<file path="config.mk">
export PLATFORM = sky130hd
export DESIGN_NAME = bus_xfer_ctrl
export DESIGN_NICKNAME = d
export VERILOG_FILES = /design/src/rtl/bus_xfer_pkg.sv /design/src/rtl/bus_xfer_ctrl_onehot_dec.sv /design/src/rtl/bus_xfer_ctrl.sv
export SDC_FILE = /design/constraint.sdc
export NUM_CORES = 1
export LEC_CHECK = 0
export ABC_AREA = 1
export CAP_MARGIN = 20
export CORE_ASPECT_RATIO = 1.75
export CORE_MARGIN = 5
export CORE_UTILIZATION = 40
export DETAILED_ROUTE_END_ITERATION = 8
export PLACE_DENSITY = 0.66
export SLEW_MARGIN = 20
export SYNTH_ARGS = -nofsm -noshare
export SYNTH_HDL_FRONTEND = slang
export SYNTH_SLANG_ARGS = --single-unit
export TNS_END_PERCENT = 20
</file>
<file path="constraint.sdc">
create_clock -name clk -period 1.6 [get_ports clk]
set_input_delay 0.24 -clock clk [delete_from_list [all_inputs] [get_ports clk]]
set_output_delay 0.24 -clock clk [all_outputs]
set_load 0.02 [all_outputs]
</file>
<file path="src/rtl/bus_xfer_pkg.sv">
// bus_xfer_pkg: opcode and state encodings shared by the bus transfer controller.
package bus_xfer_pkg;
  localparam logic [1:0] OP_MOV  = 2'b00;
  localparam logic [1:0] OP_LD   = 2'b01;
  localparam logic [1:0] OP_ST   = 2'b10;
  localparam logic [1:0] OP_SWAP = 2'b11;
  localparam logic [1:0] S_IDLE  = 2'd0;
  localparam logic [1:0] S_DRIVE = 2'd1;
  localparam logic [1:0] S_LATCH = 2'd2;
endpackage

</file>
<file path="src/rtl/bus_xfer_ctrl_onehot_dec.sv">
// onehot_dec: register index plus enable to a one-hot enable vector.
module onehot_dec #(
  parameter int N  = 4,
  parameter int AW = 2
) (
  input  logic [AW-1:0] idx,
  input  logic          en,
  output logic [N-1:0]  oh
);
  always_comb
    for (int i = 0; i < N; i++) oh[i] = en && idx == AW'(i);
endmodule

</file>
<file path="src/rtl/bus_xfer_ctrl.sv">
// bus_xfer_ctrl: sequences register input/output enables on a shared tristate bus
// in DRIVE->LATCH legs so that at most one source drives the bus at a time.
module bus_xfer_ctrl
  import bus_xfer_pkg::*;
#(
  parameter int NREG = 4,
  parameter int AW   = 2,
  parameter int W    = 4,
  parameter int TMP  = 3
) (
  input  logic            clk,
  input  logic            clr,
  input  logic            req_valid,
  output logic            req_ready,
  input  logic [1:0]      req_op,
  input  logic [AW-1:0]   req_a,
  input  logic [AW-1:0]   req_b,
  output logic [NREG-1:0] inen,
  output logic [NREG-1:0] oen,
  output logic            ext_oe,
  input  logic [W-1:0]    bus_in,
  output logic [W-1:0]    rd_data,
  output logic            rd_valid,
  output logic            done,
  output logic            err
);
  localparam logic [AW-1:0] TIDX = AW'(TMP);
  logic [1:0] st, ns, op, nop, stp, nstp;
  logic [AW-1:0] a, b, na, nb, src, dst;
  logic acc, bad, fin, src_en, dst_en, ext_d;
  logic [NREG-1:0] oen_d, inen_d;
  assign req_ready = st == S_IDLE;
  assign acc = req_valid && req_ready;
  // only operands the opcode actually uses are range-checked
  assign bad = (req_op != OP_LD && 32'(req_a) >= NREG)
            || (req_op != OP_ST && 32'(req_b) >= NREG)
            || (req_op == OP_SWAP && (req_a == req_b || req_a == TIDX || req_b == TIDX));
  assign fin = st == S_LATCH && !(op == OP_SWAP && stp != 2'd2);
  always_comb begin
    ns = st == S_IDLE ? (acc && !bad ? S_DRIVE : S_IDLE)
       : st == S_DRIVE ? S_LATCH
       : fin ? S_IDLE : S_DRIVE;
    nstp = st == S_IDLE ? 2'd0 : (st == S_LATCH && !fin) ? stp + 2'd1 : stp;
    nop = acc ? req_op : op;
    na = acc ? req_a : a;
    nb = acc ? req_b : b;
    src = nop != OP_SWAP ? na : nstp == 2'd0 ? na : nstp == 2'd1 ? nb : TIDX;
    dst = nop != OP_SWAP ? nb : nstp == 2'd0 ? TIDX : nstp == 2'd1 ? na : nb;
    src_en = ns != S_IDLE && nop != OP_LD;
    ext_d = ns != S_IDLE && nop == OP_LD;
    dst_en = ns == S_LATCH && nop != OP_ST;
  end
  onehot_dec #(.N(NREG), .AW(AW)) u_oen (.idx(src), .en(src_en), .oh(oen_d));
  onehot_dec #(.N(NREG), .AW(AW)) u_inen (.idx(dst), .en(dst_en), .oh(inen_d));
  always_ff @(posedge clk or posedge clr)
    if (clr) begin
      st <= S_IDLE;
      stp <= '0;
      op <= OP_MOV;
      a <= '0;
      b <= '0;
      oen <= '0;
      inen <= '0;
      ext_oe <= 1'b0;
      rd_data <= '0;
      rd_valid <= 1'b0;
      done <= 1'b0;
      err <= 1'b0;
    end else begin
      st <= ns;
      stp <= nstp;
      op <= nop;
      a <= na;
      b <= nb;
      oen <= oen_d;
      inen <= inen_d;
      ext_oe <= ext_d;
      done <= fin;
      rd_valid <= fin && op == OP_ST;
      err <= acc && bad;
      if (st == S_LATCH && op == OP_ST) rd_data <= bus_in;
    end
endmodule

</file>
# After elaboration in Yosys (flattened, before gate mapping)
# Index checks and enable logic that the tools add are counted.
dict set report totals {
  output_inout_bits 17
  in_bits 13
  register_bits 26
  word_cells 79
}
dict set report classes {
  reduce_logical 30
  n_addsub 1
  n_eq_ne 21
  n_mux 15
}
# op count
set op_table {}
lappend op_table {{2-bit 2-to-1 mux} 13}
lappend op_table {{2-bit == test (second input constant)} 11}
lappend op_table {{1-bit logical AND} 20}
lappend op_table {{2-bit by 1-bit == test with 1-bit output (second input constant)} 5}
lappend op_table {{2-bit logical NOT} 4}
lappend op_table {{2-bit != test (second input constant)} 3}
lappend op_table {{1-bit logical NOT} 3}
lappend op_table {{2-bit by 1-bit adder with 2-bit output (second input constant)} 1}
lappend op_table {{2-bit == test} 1}
lappend op_table {{1-bit logical OR} 2}
lappend op_table {{1-bit 2-to-1 mux} 2}
lappend op_table {{2-bit by 1-bit != test with 1-bit output (second input constant)} 1}
lappend op_table {{2-bit nonzero test} 1}

# Longest topological paths before layout
dict set report logic_depth {
  depth_word 14
  mapped_depth 12
  depth_no_buf 12
}

# Cells and area by module
# A second synthesis with hierarchy kept.
dict set report unflattened {
  hier_cells 144
  hier_area_um2 1236.2
}
# module instances seq_area_each_um2 area_each_um2 cells_per_inst
set modules_own_cells {}
lappend modules_own_cells {bus_xfer_ctrl 1 650.6 1176.1 128}
lappend modules_own_cells {onehot_dec 2 0.0 30.0 8}

# Worst setup path before layout
# No wires, ideal clock.
dict set report synth_path {
  kind {register -> register}
  start {register st[1]}
  end {register inen[2]}
  path_buffers 0
  t_arrival_ps 1350
  path_stages_with_launch 11
  t_required_ps 1479
  setup_ps 121
  period_less_slack_ps 1470
  path_slack_ps 130
  cell_sequence {dfrtp_1 -> nor2_4 -> nand2_2 -> nand2_2 -> nand2_4 -> nor2_8 -> nand2_4 -> clkinv_4 -> nand3_1 -> o21ai_1 -> nor2_1}
}
dict set report synth_between {
  elab_cells_between_ends 28
  classes_between {7 x eq/ne; 12 x mux; 9 x reduce/logical}
}
# item line_no
set synth_lines {}
lappend synth_lines {{start: declaration} bus_xfer_ctrl.sv:28} ;# logic [1:0] st, ns, op, nop, stp, nstp;
lappend synth_lines {{start signal: assignment} bus_xfer_ctrl.sv:70} ;# st <= ns;
lappend synth_lines {{2-bit logical NOT (*)} bus_xfer_ctrl.sv:32} ;# assign req_ready = st == S_IDLE;
lappend synth_lines {{net req_ready} bus_xfer_ctrl.sv:14} ;# output logic req_ready,
lappend synth_lines {{2-bit 2-to-1 mux / 1-bit logical AND (equally long branches)} {bus_xfer_ctrl.sv:43, bus_xfer_ctrl.sv:33}}
lappend synth_lines {{2-bit by 1-bit == test with 1-bit output (tied with other cells)} bus_xfer_ctrl.sv:48} ;# dst = nop != OP_SWAP ? nb : nstp == 2'd0 ? TIDX : nstp == 2'd1 ? na : nb;
lappend synth_lines {{2-bit 2-to-1 mux / 1-bit 2-to-1 mux (equally long branches)} {bus_xfer_ctrl.sv:48, bus_xfer_ctrl.sv:40}}
lappend synth_lines {{2-bit 2-to-1 mux (on tied branches)} {bus_xfer_ctrl.sv:48, bus_xfer_ctrl.sv:40}}
lappend synth_lines {{2-bit 2-to-1 mux / 2-bit == test (equally long branches)} {bus_xfer_ctrl.sv:48, bus_xfer_ctrl.sv:51}}
lappend synth_lines {{2-bit == test / 1-bit logical AND (equally long branches)} {bus_xfer_ctrl_onehot_dec.sv:11, bus_xfer_ctrl.sv:51}}
lappend synth_lines {{1-bit logical AND (*)} bus_xfer_ctrl_onehot_dec.sv:11} ;# for (int i = 0; i < N; i++) oh[i] = en && idx == AW'(i);
lappend synth_lines {{net inen_d[2]} bus_xfer_ctrl.sv:31} ;# logic [NREG-1:0] oen_d, inen_d;
lappend synth_lines {{end signal: assignment} bus_xfer_ctrl.sv:76} ;# inen <= inen_d;
lappend synth_lines {{end: declaration} bus_xfer_ctrl.sv:18} ;# output logic [NREG-1:0] inen,
# Mark *: on every way through the listed nets, which the timed path passes. The rest lies on a longest branch.
# A chain may end at the register's enable or synchronous reset.

# Final worst setup path
dict set report layout_path {
  start {register stp[0]}
  end {register oen[1]}
}
dict set report layout_between {
  elab_chain_cells 14
  elab_cells_between_ends 21
  classes_between {1 x add/sub; 3 x eq/ne; 8 x mux; 9 x reduce/logical}
}
# item line_no
set layout_rtl {}
lappend layout_rtl {{start: declaration} bus_xfer_ctrl.sv:28}
lappend layout_rtl {{start signal: assignment} bus_xfer_ctrl.sv:71} ;# stp <= nstp;
lappend layout_rtl {{2-bit != test} bus_xfer_ctrl.sv:38} ;# assign fin = st == S_LATCH && !(op == OP_SWAP && stp != 2'd2);
lappend layout_rtl {{1-bit logical AND} bus_xfer_ctrl.sv:38}
lappend layout_rtl {{1-bit logical NOT} bus_xfer_ctrl.sv:38}
lappend layout_rtl {{1-bit logical AND} bus_xfer_ctrl.sv:38}
lappend layout_rtl {{1-bit logical NOT} bus_xfer_ctrl.sv:43} ;# nstp = st == S_IDLE ? 2'd0 : (st == S_LATCH && !fin) ? stp + 2'd1 : stp;
lappend layout_rtl {{1-bit logical AND} bus_xfer_ctrl.sv:43}
lappend layout_rtl {{2-bit 2-to-1 mux (2 in series)} bus_xfer_ctrl.sv:43}
lappend layout_rtl {{2-bit by 1-bit == test with 1-bit output} bus_xfer_ctrl.sv:47} ;# src = nop != OP_SWAP ? na : nstp == 2'd0 ? na : nstp == 2'd1 ? nb : TIDX;
lappend layout_rtl {{2-bit 2-to-1 mux (3 in series)} bus_xfer_ctrl.sv:47}
lappend layout_rtl {{2-bit by 1-bit == test with 1-bit output} bus_xfer_ctrl_onehot_dec.sv:11}
lappend layout_rtl {{1-bit logical AND (*)} bus_xfer_ctrl_onehot_dec.sv:11}
lappend layout_rtl {{net oen_d[1]} bus_xfer_ctrl.sv:31}
lappend layout_rtl {{end signal: assignment} bus_xfer_ctrl.sv:75} ;# oen <= oen_d;
lappend layout_rtl {{end: declaration} bus_xfer_ctrl.sv:19} ;# output logic [NREG-1:0] oen,
# Marks and branches as above.

==> results_tabular.tex <==
\begin{tabular}{lr}
\hline
Metric & Value \\
\hline
\multicolumn{2}{l}{\textbf{Power and ir drop}} \\
\quad Combinational group share of total power & 0.632 \\
\quad Power per standard cell area & 2040 nW/um\^{}2 \\
\quad Clock network fraction of total power & 0.103 \\
\quad Total power & 3.97 mW \\
\quad Cell leakage power & 0.991 nW \\
\quad Share of total power in sequential cells & 0.265 \\
\quad Total internal power & 2.18 mW \\
\quad Switch Pwr & 1.79 mW \\
\quad Net Sw Frac & 0.452 \\
\quad Peak ir drop on the vdd network & 1.02 mV \\
\multicolumn{2}{l}{\textbf{Clock tree}} \\
\quad TritonCTS clock tree & done \\
\quad Clock-pin slew of the registers on the worst-case setup and hold paths & around 0.08 ns \\
\quad Hold buffers post-CTS & 0 \\
\quad Library cell used as clock root buffer & sky130\_fd\_sc\_hd\_\_clkbuf\_8 \\
\quad Skew-Pair Late Insertion Delay & 0.26 ns \\
\quad Clock Path Buffers & 2 \\
\quad Total CTS buffers & 3 \\
\quad H-tree lvl count & 1 \\
\quad Number of clock sinks & 26 \\
\multicolumn{2}{l}{\textbf{Finish}} \\
\quad Share of final-layout standard cells stronger than drive strength 1 & 0.335 \\
\quad Antenna diodes & 0 \\
\quad Final-stage net count & 221 \\
\quad Post-layout instance count excluding filler cells & 249 \\
\quad Synth-to-layout area growth & 45.5\% \\
\multicolumn{2}{l}{\textbf{Global routing}} \\
\quad Tot GR Track Use & 0.132 \\
\quad Total congestion overflow after global routing & 0 \\
\quad Pin count of the biggest net entering global routing & 27 \\
\quad Vias in the first global route & 1165 \\
\quad Antenna violations before repair & 0 \\
\quad Global-route wire length before repair & 4570 um \\
\multicolumn{2}{l}{\textbf{Timing}} \\
\quad Final worst path period need & 1.59 ns \\
\quad Transition time at the pin with the least slew margin & 0.323 ns \\
\quad Fin. max-slew vios & 0 \\
\quad Final total negative setup slack & 0 ns \\
\quad Fin crit share & 0.994 \\
\quad Final setup fails & 0 \\
\quad Highest Clock Rate & 629 MHz \\
\quad Worst-case hold slack & 0.317 ns \\
\quad Setup repair after global routing missed its margin & yes \\
\quad Worst-case clock skew & around 0.0032 ns \\
\quad Total count of hold-check failures in the final report & 0 \\
\quad Relative slew slack & 0.785 \\
\multicolumn{2}{l}{\textbf{Detailed routing}} \\
\quad Post-detailed-route wirelength per cell & about 11 um \\
\quad Drt total wl & 2710 um \\
\quad Routed vias/inst & 4.53 \\
\quad Antenna-violating nets left & 0 \\
\quad First-pass DRT Iterations & 4 \\
\quad DRC marker count from the first detailed-route iteration & 8 \\
\quad DRC violation count after routing & 0 \\
\quad Via count & approximately 1100 \\
\multicolumn{2}{l}{\textbf{Synthesis}} \\
\quad Yosys reg bits & 26 \\
\quad Number of nets produced by synthesis & 172 \\
\quad Synth warnings & 0 \\
\quad Mean area per synthesized cell & 8.46 um\^{}2 \\
\quad Number of distinct standard cells referenced by the synthesized netlist & 21 \\
\quad Fraction of the yosys area taken by sequential cells & 0.487 \\
\quad Gate Count Post-Synth & $\sim$160 \\
\quad Synthesized cell area & 1340 um\^{}2 \\
\multicolumn{2}{l}{\textbf{Floorplan}} \\
\quad Starting density of the core & 0.421 \\
\quad \# IOs & 30 \\
\quad Area of the placeable core & 3180 um\^{}2 \\
\quad Horizontal die dimension & 53.7 um \\
\quad Placement row count & 27 \\
\quad Die footprint & roughly 4600 um\^{}2 \\
\quad Die height & a little under 90 um \\
\multicolumn{2}{l}{\textbf{Placement}} \\
\quad GPL Wtd Cong & roughly 0.8 \\
\quad Port-buffer cells & 29 \\
\quad Instance count after placement with tap cells included & 240 \\
\quad HPWL after detailed placement & roughly 2200 um \\
\multicolumn{2}{l}{\textbf{Critical path}} \\
\quad Slack of the worst reg-to-reg path & 0.01 ns \\
\quad Type of the setup path with the least slack & reg -> reg \\
\quad Worst setup EP type & flip-flop \\
\quad Data required time at the worst endpoint & 1.76 ns \\
\quad Peak fanout along the critical path & 4 \\
\quad Worst setup SP type & flip-flop \\
\quad Endpoint arrival time on the critical path & 1.76 ns \\
\multicolumn{2}{l}{\textbf{Status}} \\
\quad Status & finished, final reports clean \\
\multicolumn{2}{l}{\textbf{Worst hold path}} \\
\quad Worst hold-check path type & in -> async \\
\multicolumn{2}{l}{\textbf{Flow run}} \\
\quad Reported max-cap violation count & 0 \\
\hline
\end{tabular}
[cell usage after synthesis]
cell type                  number  area share
sky130_fd_sc_hd__o21ai_2        4       0.026
sky130_fd_sc_hd__nand3_1        9       0.034
sky130_fd_sc_hd__clkinv_4       1      0.0066
sky130_fd_sc_hd__nand2_4        4       0.034
sky130_fd_sc_hd__nand3_2        1      0.0075
sky130_fd_sc_hd__inv_2          5       0.014
sky130_fd_sc_hd__nand2_2        7       0.033
sky130_fd_sc_hd__nor2_4         3       0.025
sky130_fd_sc_hd__a21oi_1        1      0.0037
sky130_fd_sc_hd__ha_1           1      0.0094
sky130_fd_sc_hd__dfrtp_1       26        0.49
sky130_fd_sc_hd__nor3_1         1      0.0037
sky130_fd_sc_hd__nand3b_1       1      0.0056
sky130_fd_sc_hd__nand4_1        2      0.0094
sky130_fd_sc_hd__nand3_4        1       0.013
sky130_fd_sc_hd__inv_1         27       0.076
sky130_fd_sc_hd__buf_6          1      0.0084
sky130_fd_sc_hd__nand2_1       43        0.12
sky130_fd_sc_hd__nor2_8         2       0.030
sky130_fd_sc_hd__o21ai_1        3       0.011
sky130_fd_sc_hd__nor2_1        15       0.042
[layout make-up]
class | instances | area (um^2)
clock buffer | 4 | 55.1
sequential | 26 | 653
multi-input combinational | 98 | 629
fill | 294 | 1230
inverter | 33 | 131
tap | 43 | 53.8
timing repair buffer | 45 | 422
[through the flow]
stage	utilization	worst slack, ns	area (um^2)
floorplan	-	0.130	1340
global placement	0.556	-0.0174	1760
detailed placement	0.556	-0.0875	1760
CTS	0.574	0.00572	1820
global route	0.612	-0.0889	1940
finish	0.612	0.00954	1940
[flip-flops by register name, indices dropped and copies added, names as in the netlist]
signal	flops
b	2
stp	2
ext_oe	1
rd_data	4
op	2
oen	4
rd_valid	1
done	1
st	2
inen	4
err	1
a	2
[cells in the final DEF (no fill, tap or decap), drive strengths merged]
cell and instances:
clkinv 1, nor3 1, nand4 2, nand3 11, buf 16, ha 1
dlygate4sd2 1, o21ai 7, nor2 20, inv 32, clkbuf 4, clkdlybuf4s50 28
nand3b 1, nand2 54, dfrtp 26, a21oi 1
[path summary, 6_finish.rpt]
path | start | end | cells past startpoint
worst max-delay path | stp[0] | oen[1] | 12
worst min-delay path | clr | inen[0] | 3
worst max register to register | stp[0] | oen[1] | 12
worst min register to register | rd_data[1] | rd_data[1] | 2
max in group asynchronous | clr | st[1] | 3
min in group clk | rd_data[1] | rd_data[1] | 2
[worst max-delay path, stage by stage, from the launching register on]
cell and delay (ns):
sky130_fd_sc_hd__dfrtp_1 0.39, sky130_fd_sc_hd__inv_2 0.07, sky130_fd_sc_hd__ha_4 0.17, sky130_fd_sc_hd__nor2_4 0.16, sky130_fd_sc_hd__nand2_4 0.09, sky130_fd_sc_hd__nand2_4 0.07, sky130_fd_sc_hd__nand3_4 0.09, sky130_fd_sc_hd__nand2_2 0.09
sky130_fd_sc_hd__nand2_2 0.07, sky130_fd_sc_hd__nand2_2 0.08, sky130_fd_sc_hd__nand2_2 0.08, sky130_fd_sc_hd__inv_2 0.08, sky130_fd_sc_hd__nor2_2 0.04
[per-layer routing]
metal | up-vias | GRT usage | wire [um]
met4 | 0 | 0.0628 | 53
met5 | - | 0 | 0
met2 | 26 | 0.263 | 1600
met1 | 528 | 0.113 | 937
li1 | 569 | - | -
met3 | 4 | 0.0293 | 118
[cells by family (layout without fill, tap and decap cells)]
logic type	after synthesis	count (layout)	share of synthesized area
AOI/OAI and AO/OA	8	8	0.0412
adders and majority gates	1	1	0.00936
buffers and inverters	34	82	0.105
DFF	26	26	0.487
and+or+nand+nor	89	89	0.358
[power by group through the flow]
stage / sequential (mW) / clock, mW / combinational (mW)
floorplan: 1.23 / 0 / 1.31
global placement: 1.06 / 0 / 2.10
detailed placement: 1.07 / 0 / 2.16
CTS: 1.05 / 0.426 / 2.16
global route: 1.08 / 0.451 / 2.78
finish: 1.05 / 0.410 / 2.51
[repair_timing]
action,in CTS,in global routing
gates resized for setup,2,26
cloned,0,0
pin swaps,0,12
buffers inserted,0,5
endpoints found under the setup margin,4,8
No activity file was read; power rests on OpenSTA's default activity.
